$ cat config.mk
export PLATFORM = sky130hd
export DESIGN_NAME = mesh_packet_injector
export DESIGN_NICKNAME = d
export VERILOG_FILES = /design/src/rtl/mesh_packet_injector.sv
export SDC_FILE = /design/constraint.sdc
export NUM_CORES = 1
export LEC_CHECK = 0
export BUFFER_PORTS_ARGS = -buffer_cell sky130_fd_sc_hd__buf_2
export CAP_MARGIN = 20
export CORE_ASPECT_RATIO = 1.4
export CORE_MARGIN = 10
export CORE_UTILIZATION = 55
export DETAILED_ROUTE_END_ITERATION = 8
export GPL_TIMING_DRIVEN = 0
export PLACE_DENSITY = 0.81
export SLEW_MARGIN = 40
export SYNTH_ARGS = -nofsm -noshare
export SYNTH_HDL_FRONTEND = slang
export SYNTH_SLANG_ARGS = --single-unit
$ cat constraint.sdc
create_clock -name clk -period 6.9 [get_ports clk]
set_input_delay 0.69 -clock clk [delete_from_list [all_inputs] [get_ports clk]]
set_output_delay 0.69 -clock clk [all_outputs]
set_load 0.01 [all_outputs]
$ cat src/rtl/mesh_packet_injector.sv
// Tile-side packet source for a router's local input port. On a start
// command it emits a burst of {payload, y_cord, x_cord} packets over a
// ready&valid link, either to one fixed tile or sweeping every other tile
// in raster order, with an optional idle gap after each handshake.
module mesh_packet_injector #(
    parameter  int data_width_p   = 4,
    parameter  int x_cord_width_p = 2,
    parameter  int y_cord_width_p = 2,
    parameter  int len_width_p    = 8,
    parameter  int gap_width_p    = 4,
    localparam int width_lp       = data_width_p + y_cord_width_p + x_cord_width_p
) (
    input  logic                      clk,
    input  logic                      reset_n,
    input  logic                      start_i,
    input  logic                      mode_i,
    input  logic [len_width_p-1:0]    burst_len_i,
    input  logic [gap_width_p-1:0]    gap_i,
    input  logic [x_cord_width_p-1:0] dest_x_i,
    input  logic [y_cord_width_p-1:0] dest_y_i,
    input  logic [x_cord_width_p-1:0] my_x_i,
    input  logic [y_cord_width_p-1:0] my_y_i,
    output logic                      v_o,
    output logic [width_lp-1:0]       data_o,
    input  logic                      ready_and_i,
    output logic                      busy_o,
    output logic                      done_o,
    output logic [len_width_p-1:0]    sent_cnt_o
);

    // {y, x} treated as one counter: incrementing it walks X first, then Y,
    // and (xmax, ymax) rolls over to (0, 0) for free.
    localparam int pos_w_lp = x_cord_width_p + y_cord_width_p;

    typedef enum logic [1:0] {
        IDLE = 2'd0,
        SEND = 2'd1,
        GAP  = 2'd2,
        DONE = 2'd3
    } state_e;

    state_e                    state_q, state_d;
    logic [width_lp-1:0]       data_q, data_d;
    logic [data_width_p-1:0]   seq_q, seq_d;
    logic [pos_w_lp-1:0]       pos_q, pos_d;
    logic                      mode_q, mode_d;
    logic [len_width_p-1:0]    len_q, len_d;
    logic [gap_width_p-1:0]    gap_q, gap_d;
    logic [gap_width_p-1:0]    gap_cnt_q, gap_cnt_d;
    logic [len_width_p-1:0]    sent_cnt_q, sent_cnt_d;
    logic                      v_q, busy_q, done_q;

    logic                      handshake;
    logic [pos_w_lp-1:0]       my_pos;
    logic [pos_w_lp-1:0]       sweep_first;
    logic [pos_w_lp-1:0]       sweep_step;
    logic [pos_w_lp-1:0]       sweep_next;
    logic [pos_w_lp-1:0]       start_pos;
    logic [pos_w_lp-1:0]       next_pos;
    logic [data_width_p-1:0]   seq_inc;

    assign handshake   = v_q & ready_and_i;
    assign my_pos      = {my_y_i, my_x_i};
    // Self is skipped both at burst start and when advancing; one extra
    // step is always enough because only one position equals self.
    assign sweep_first = (my_pos == '0) ? pos_w_lp'(1) : '0;
    assign sweep_step  = pos_q + pos_w_lp'(1);
    assign sweep_next  = (sweep_step == my_pos) ? sweep_step + pos_w_lp'(1) : sweep_step;
    assign start_pos   = mode_i ? sweep_first : {dest_y_i, dest_x_i};
    // In fixed mode pos_q simply keeps holding the sampled destination.
    assign next_pos    = mode_q ? sweep_next : pos_q;
    assign seq_inc     = seq_q + data_width_p'(1);

    // Next-state and next-packet logic for the burst FSM.
    always_comb begin
        // NOTE: every variable gets a default first so no path leaves one unassigned, which would infer a latch.
        state_d    = state_q;
        data_d     = data_q;
        seq_d      = seq_q;
        pos_d      = pos_q;
        mode_d     = mode_q;
        len_d      = len_q;
        gap_d      = gap_q;
        gap_cnt_d  = gap_cnt_q;
        sent_cnt_d = sent_cnt_q;
        case (state_q)
            IDLE: begin
                if (start_i) begin
                    mode_d     = mode_i;
                    len_d      = burst_len_i;
                    gap_d      = gap_i;
                    seq_d      = '0;
                    sent_cnt_d = '0;
                    pos_d      = start_pos;
                    data_d     = {{data_width_p{1'b0}}, start_pos};
                    state_d    = (burst_len_i == '0) ? DONE : SEND;
                end
            end
            SEND: begin
                if (handshake) begin
                    sent_cnt_d = sent_cnt_q + len_width_p'(1);
                    seq_d      = seq_inc;
                    pos_d      = next_pos;
                    data_d     = {seq_inc, next_pos};
                    if (sent_cnt_q == len_q - len_width_p'(1)) begin
                        state_d = DONE;
                    end else if (gap_q != '0) begin
                        gap_cnt_d = gap_q;
                        state_d   = GAP;
                    end
                end
            end
            GAP: begin
                // Count of 1 means this is the last idle cycle.
                if (gap_cnt_q == gap_width_p'(1)) begin
                    gap_cnt_d = '0;
                    state_d   = SEND;
                end else begin
                    gap_cnt_d = gap_cnt_q - gap_width_p'(1);
                end
            end
            DONE:    state_d = IDLE;
            default: state_d = IDLE;
        endcase
    end

    // State and datapath registers; status outputs are decoded from the next state so they are registered too.
    always_ff @(posedge clk or negedge reset_n) begin
        if (!reset_n) begin
            // NOTE: sequential state uses non-blocking assignments so all registers update together at the edge.
            state_q    <= IDLE;
            data_q     <= '0;
            seq_q      <= '0;
            pos_q      <= '0;
            mode_q     <= 1'b0;
            len_q      <= '0;
            gap_q      <= '0;
            gap_cnt_q  <= '0;
            sent_cnt_q <= '0;
            v_q        <= 1'b0;
            busy_q     <= 1'b0;
            done_q     <= 1'b0;
        end else begin
            state_q    <= state_d;
            data_q     <= data_d;
            seq_q      <= seq_d;
            pos_q      <= pos_d;
            mode_q     <= mode_d;
            len_q      <= len_d;
            gap_q      <= gap_d;
            gap_cnt_q  <= gap_cnt_d;
            sent_cnt_q <= sent_cnt_d;
            v_q        <= (state_d == SEND);
            busy_q     <= (state_d != IDLE);
            done_q     <= (state_d == DONE);
        end
    end

    assign v_o        = v_q;
    assign data_o     = data_q;
    assign busy_o     = busy_q;
    assign done_o     = done_q;
    assign sent_cnt_o = sent_cnt_q;

endmodule

-- Word level (Yosys, flattened, before mapping)
Cells that the tools add are included.
- bitwise operators: 1
- $add $sub $neg: 6
- muxes and demuxes: 28
- reduce and logical (&&, ||, !) cells: 10
- equal/unequal tests: 12
- operators by type and width (kind ; number):
    4-bit 2-to-1 mux ; 11
    8-bit 2-to-1 mux ; 4
    8-bit one-hot mux with 2 select lines ; 2
    4-bit one-hot mux with 2 select lines ; 3
    4-bit by 1-bit adder with 4-bit output, second input constant ; 3
    2-bit 2-to-1 mux ; 6
    8-bit by 1-bit adder with 8-bit output, second input constant ; 1
    8-bit == test ; 1
    8-bit logical NOT ; 1
    2-bit != test, second input constant ; 4
    2-bit one-hot mux with 4 select lines ; 1
    8-bit by 1-bit subtractor with 8-bit output, second input constant ; 1
    2-bit == test, second input constant ; 3
    2-bit nonzero test ; 3
    2-bit by 1-bit == test with 1-bit output, second input constant ; 2
    4-bit by 1-bit == test with 1-bit output, second input constant ; 1
    4-bit == test ; 1
    4-bit logical NOT ; 1
    4-bit AND reduction ; 1
    4-bit nonzero test ; 1
    4-bit by 1-bit subtractor with 4-bit output, second input constant ; 1
    3-bit AND reduction ; 1
    2-bit logical NOT ; 1
    2-bit AND reduction ; 1
    2 further kinds ; 2
- input bits: 25
- word-level logic and storage cells: 69
- flip-flop bits (word level): 46
- output and inout port bits: 19

-- Logic depth before layout (Yosys ltp)
- word-level depth: 6
- mapped depth: 10
- depth with buffers taken out: 10

-- Least setup slack after synthesis
No wires, ideal clock.
- kind: register to register
- start point: register len_q[0]
- end point: register done_q (netlist: done_o)
- stages on the path, launching flop included: 10
- setup time: 131 ps
- buffers on the path: 0
- path slack: 4646 ps
- data required time: 6769 ps
- arrival: 2122 ps
- clock period less this slack: 2254 ps
- path through: dfrtp_1 > inv_1 > ha_1 > or3b_1 > o31a_1 > o211ai_1 > a211o_2 > nand4_2 > a221oi_2 > nor2_1
- cells in the longest elaborated chain, start to end: 6
- RTL lines (element ; RTL line ; source):
    start: declaration ; 47 ; logic [len_width_p-1:0] len_q, len_d;
    start signal: assignment ; 149 ; len_q <= len_d;
    8-bit by 1-bit subtractor with 8-bit output ; 105 ; if (sent_cnt_q == len_q - len_width_p'(1)) begin
    8-bit == test ; 105 ;
    2-bit 2-to-1 mux ; 105 ;
    2-bit 2-to-1 mux ; 100 ; if (handshake) begin
    2-bit one-hot mux with 4 select lines ; 86 ; case (state_q)
    2-bit == test ; 155 ; done_q <= (state_d == DONE);
    end signal: assignment ; 155 ;
    end: declaration ; 51 ; logic v_q, busy_q, done_q;
No other way between the ends.
A chain may end at the register's enable or synchronous reset.

-- Final worst setup path
- start point: register len_q[0]
- end point: register v_q (netlist: v_o)
- cells in the longest elaborated chain, start to end: 6
- RTL lines (element ; RTL line ; source):
    8-bit by 1-bit subtractor with 8-bit output ; 105 ;
    8-bit == test ; 105 ;
    2-bit 2-to-1 mux ; 105 ;
    2-bit 2-to-1 mux ; 100 ;
    2-bit one-hot mux with 4 select lines ; 86 ;
    2-bit by 1-bit == test with 1-bit output ; 153 ; v_q <= (state_d == SEND);
    end signal: assignment ; 153 ;
    end: declaration ; 51 ;
No other way between the ends.

==> impl_metrics.ini <==
[timing]
hold_slack_ps = 348
setup_tns_ps = 0
period_share = 0.361
slew_headroom = 0.531
finalCriticalPeriod_ps = 2490
rsz0062_at_grt = no
fin_skew_ps = 4.41
hold_violations = 0
tightest_slew_ps = 701
fmax_mhz = 401
setup_viol = 0
slew_viol_final = 0

[clocking]
ctsHoldBuffers = 0
clk_pin_slew_worst_paths_ps = 70
numCtsBuffers = 5
cts_max_level = 2
clkLatencyLatePin_ps = 290
cts_tree = done
cts_setup_buffers = 0
clockBufferDepth = 2
cts_num_sinks = 38
clock-root-buffer = clkbuf_8
ctsResizeCount = 0

[cells_and_area]
utilization = 0.672
design_area_sq_um = 2470
antenna_cells = 0
syn_to_final_growth_pct = 17.1
final_common_cell = buf_2
drive_above_1_share = 0.257
nets = 292
final_cell_mix = 43 x buf_2, 38 x dfrtp_1, 20 x nor2_1

[synthesis]
async_flop_share = 1.00
yosysWarnings = 0
ys.flop_type = dfrtp_1
ys_ff_latch = 38
synth_seq_area_share = 0.451
syn_nets = 242
synth_cells = 210
avgSynthCellArea_sq_um = 10.0
yosys.area.top_type = dfrtp_1
synth_edf_count = 0
syn_area_sq_um = 2110
synth_area_leaders = dfrtp_1 45%, mux2_2 5.9%, xor2_1 5.8%
yosys.area.top_type_share = 0.451
synth_cell_types = 45

[critical_path]
r2r_start = len_q[0]$_DFFE_PN0P_
required_ps = 7060
crit_slowest_cell = dfrtp_1
slowest_delay_ps = 430
r2r-end = v_o$_DFF_PN0_
path_delay_family = compound AO/OA/AOI/OAI gates
cp-start-kind = flip-flop
cp_max_fo = 7
arrival_ps = 2660
r2r_cells = 9
r2r_slack_ps = 4410
crit_type = reg -> reg
cp.buffers_inverters = 1
path_cells = inv_1 > ha_1 > or3b_1 > o31a_1 > o211ai_1 > a211o_2 > nand4_2 > a221oi_2 > nor2_1
endpoint_kind = flip-flop

[routing]
first_pass_iters = 4
vias = 1752
ant_nets = 0
drc_errors = 0
wl_per_cell_um = 15.8
routed_via_density = 5.78
drt_iter0_markers = 92
drt_wl_total_um = 4790

[floorplanning]
core-area_sq_um = 3680
die_w_um = 72.3
die_h_um = 93.3
start_util = 0.574
dieArea_sq_um = 6750
core.rowCount = 26
io_pins = 44

[global_routing]
grt_pass1_vias = 1793
antenna_found_initial = 0
grt_max_degree = 39
grt_overflow_total = 0
grt_pass1_wl_um = 7990
grt.total_usage = 0.148

[run_status]
status = finished, final reports clean

[placed_design]
port_buffers = 43
placed_area_sq_um = 2380
gp_congestion = 0.868
dp_hpwl_um = 3730

[worst_hold_path]
hold_path_class = in -> async

[power]
worst_ir_drop_vdd_mv = 0.268
power.total_mw = 1.00
p_per_area_nw_per_um2 = 407
leakagePower_nw = 1.15

[run]
max-cap-violations = 0
worst max path at each step:
stage | start | end | slack, ps | cells after the start
2_1_floorplan | len_q[0]$_DFFE_PN0P_ | done_o$_DFF_PN0_ | 4650 | 9
3_3_place_gp | len_q[0]$_DFFE_PN0P_ | v_o$_DFF_PN0_ | 4460 | 9
3_5_place_dp | len_q[0]$_DFFE_PN0P_ | busy_o$_DFF_PN0_ | 4410 | 9
4_1_cts | len_q[0]$_DFFE_PN0P_ | busy_o$_DFF_PN0_ | 4390 | 9
5_1_grt | len_q[0]$_DFFE_PN0P_ | v_o$_DFF_PN0_ | 4250 | 9
6_report | len_q[0]$_DFFE_PN0P_ | v_o$_DFF_PN0_ | 4410 | 9
cell usage after synthesis (all sizes together) (2+ instances only):
master	instances
a21oi	4
nor3b	2
nand4	7
nand2b	3
o211ai	2
ha	7
nand3	10
dfrtp	38
a22oi	3
nor2	20
a221oi	2
o311ai	3
xnor2	12
clkbuf	5
inv	8
nand2	18
mux2	11
or4	2
nor4	5
and3	2
a31oi	2
xor2	14
nor3	2
o21ai	6
nor2b	5
worst register-to-register path, delay by kind of cell (launching register included):
| kind | cells | cell delay, ps |
|---|---|---|
| AND/OR/NAND/NOR | 3 | 610 |
| buffers and inverters | 1 | 90 |
| adder cells (fa/ha/maj) | 1 | 210 |
| AO/OA/AOI/OAI | 4 | 1030 |
| flip-flops | 1 | 430 |
registers in the layout, summed over array words and instances, names as in the netlist:
register    flops
data_o          8
v_o             1
busy_o          1
sent_cnt_o      8
len_q           8
gap_cnt_q       4
mode_q          1
gap_q           4
done_o          1
state_q         2
power by group:
| part | internal, mW | switching (mW) | total (mW) |
|---|---|---|---|
| sequential | 0.311 | 0.100 | 0.411 |
| combinational | 0.205 | 0.232 | 0.436 |
| clock | 0.0806 | 0.0765 | 0.157 |
metal layers:
layer  share of wire  wire, um  vias up  GRT usage
met1            0.40      1900      845      0.154
met2            0.52      2480       45      0.254
met4           0.027       129        0     0.0777
li1                -         -      849          -
met3           0.059       284       13     0.0487
met5               0         0        -          0
per-stage QoR:
step                worst slack [ps]  std cells
floorplan                       4650        210
global placement                4460        295
detailed placement              4410        295
CTS                             4390        303
global route                    4250        303
finish                          4410        303
cells by family after synthesis:
family / count (synthesis) / synth area share
multiplexers: 12 / 0.0635
XOR/XNOR: 26 / 0.108
buffers and inverters: 14 / 0.0255
AND/OR/NAND/NOR: 83 / 0.208
adder cells (fa/ha/maj): 7 / 0.0415
AO/OA/AOI/OAI: 30 / 0.103
flip-flops: 38 / 0.451
area by class of cell:
type | instances | area (sq um)
fillers | 318 | 1200
multi-input cells | 158 | 1100
flip-flops and latches | 38 | 951
repair buffers | 43 | 218
clock buffers | 7 | 86.3
well taps | 42 | 52.6
inverters | 8 | 30.0
plain buffers | 6 | 23.8
clock inverters | 1 | 5.00
No activity file was read; power rests on OpenSTA's default activity.
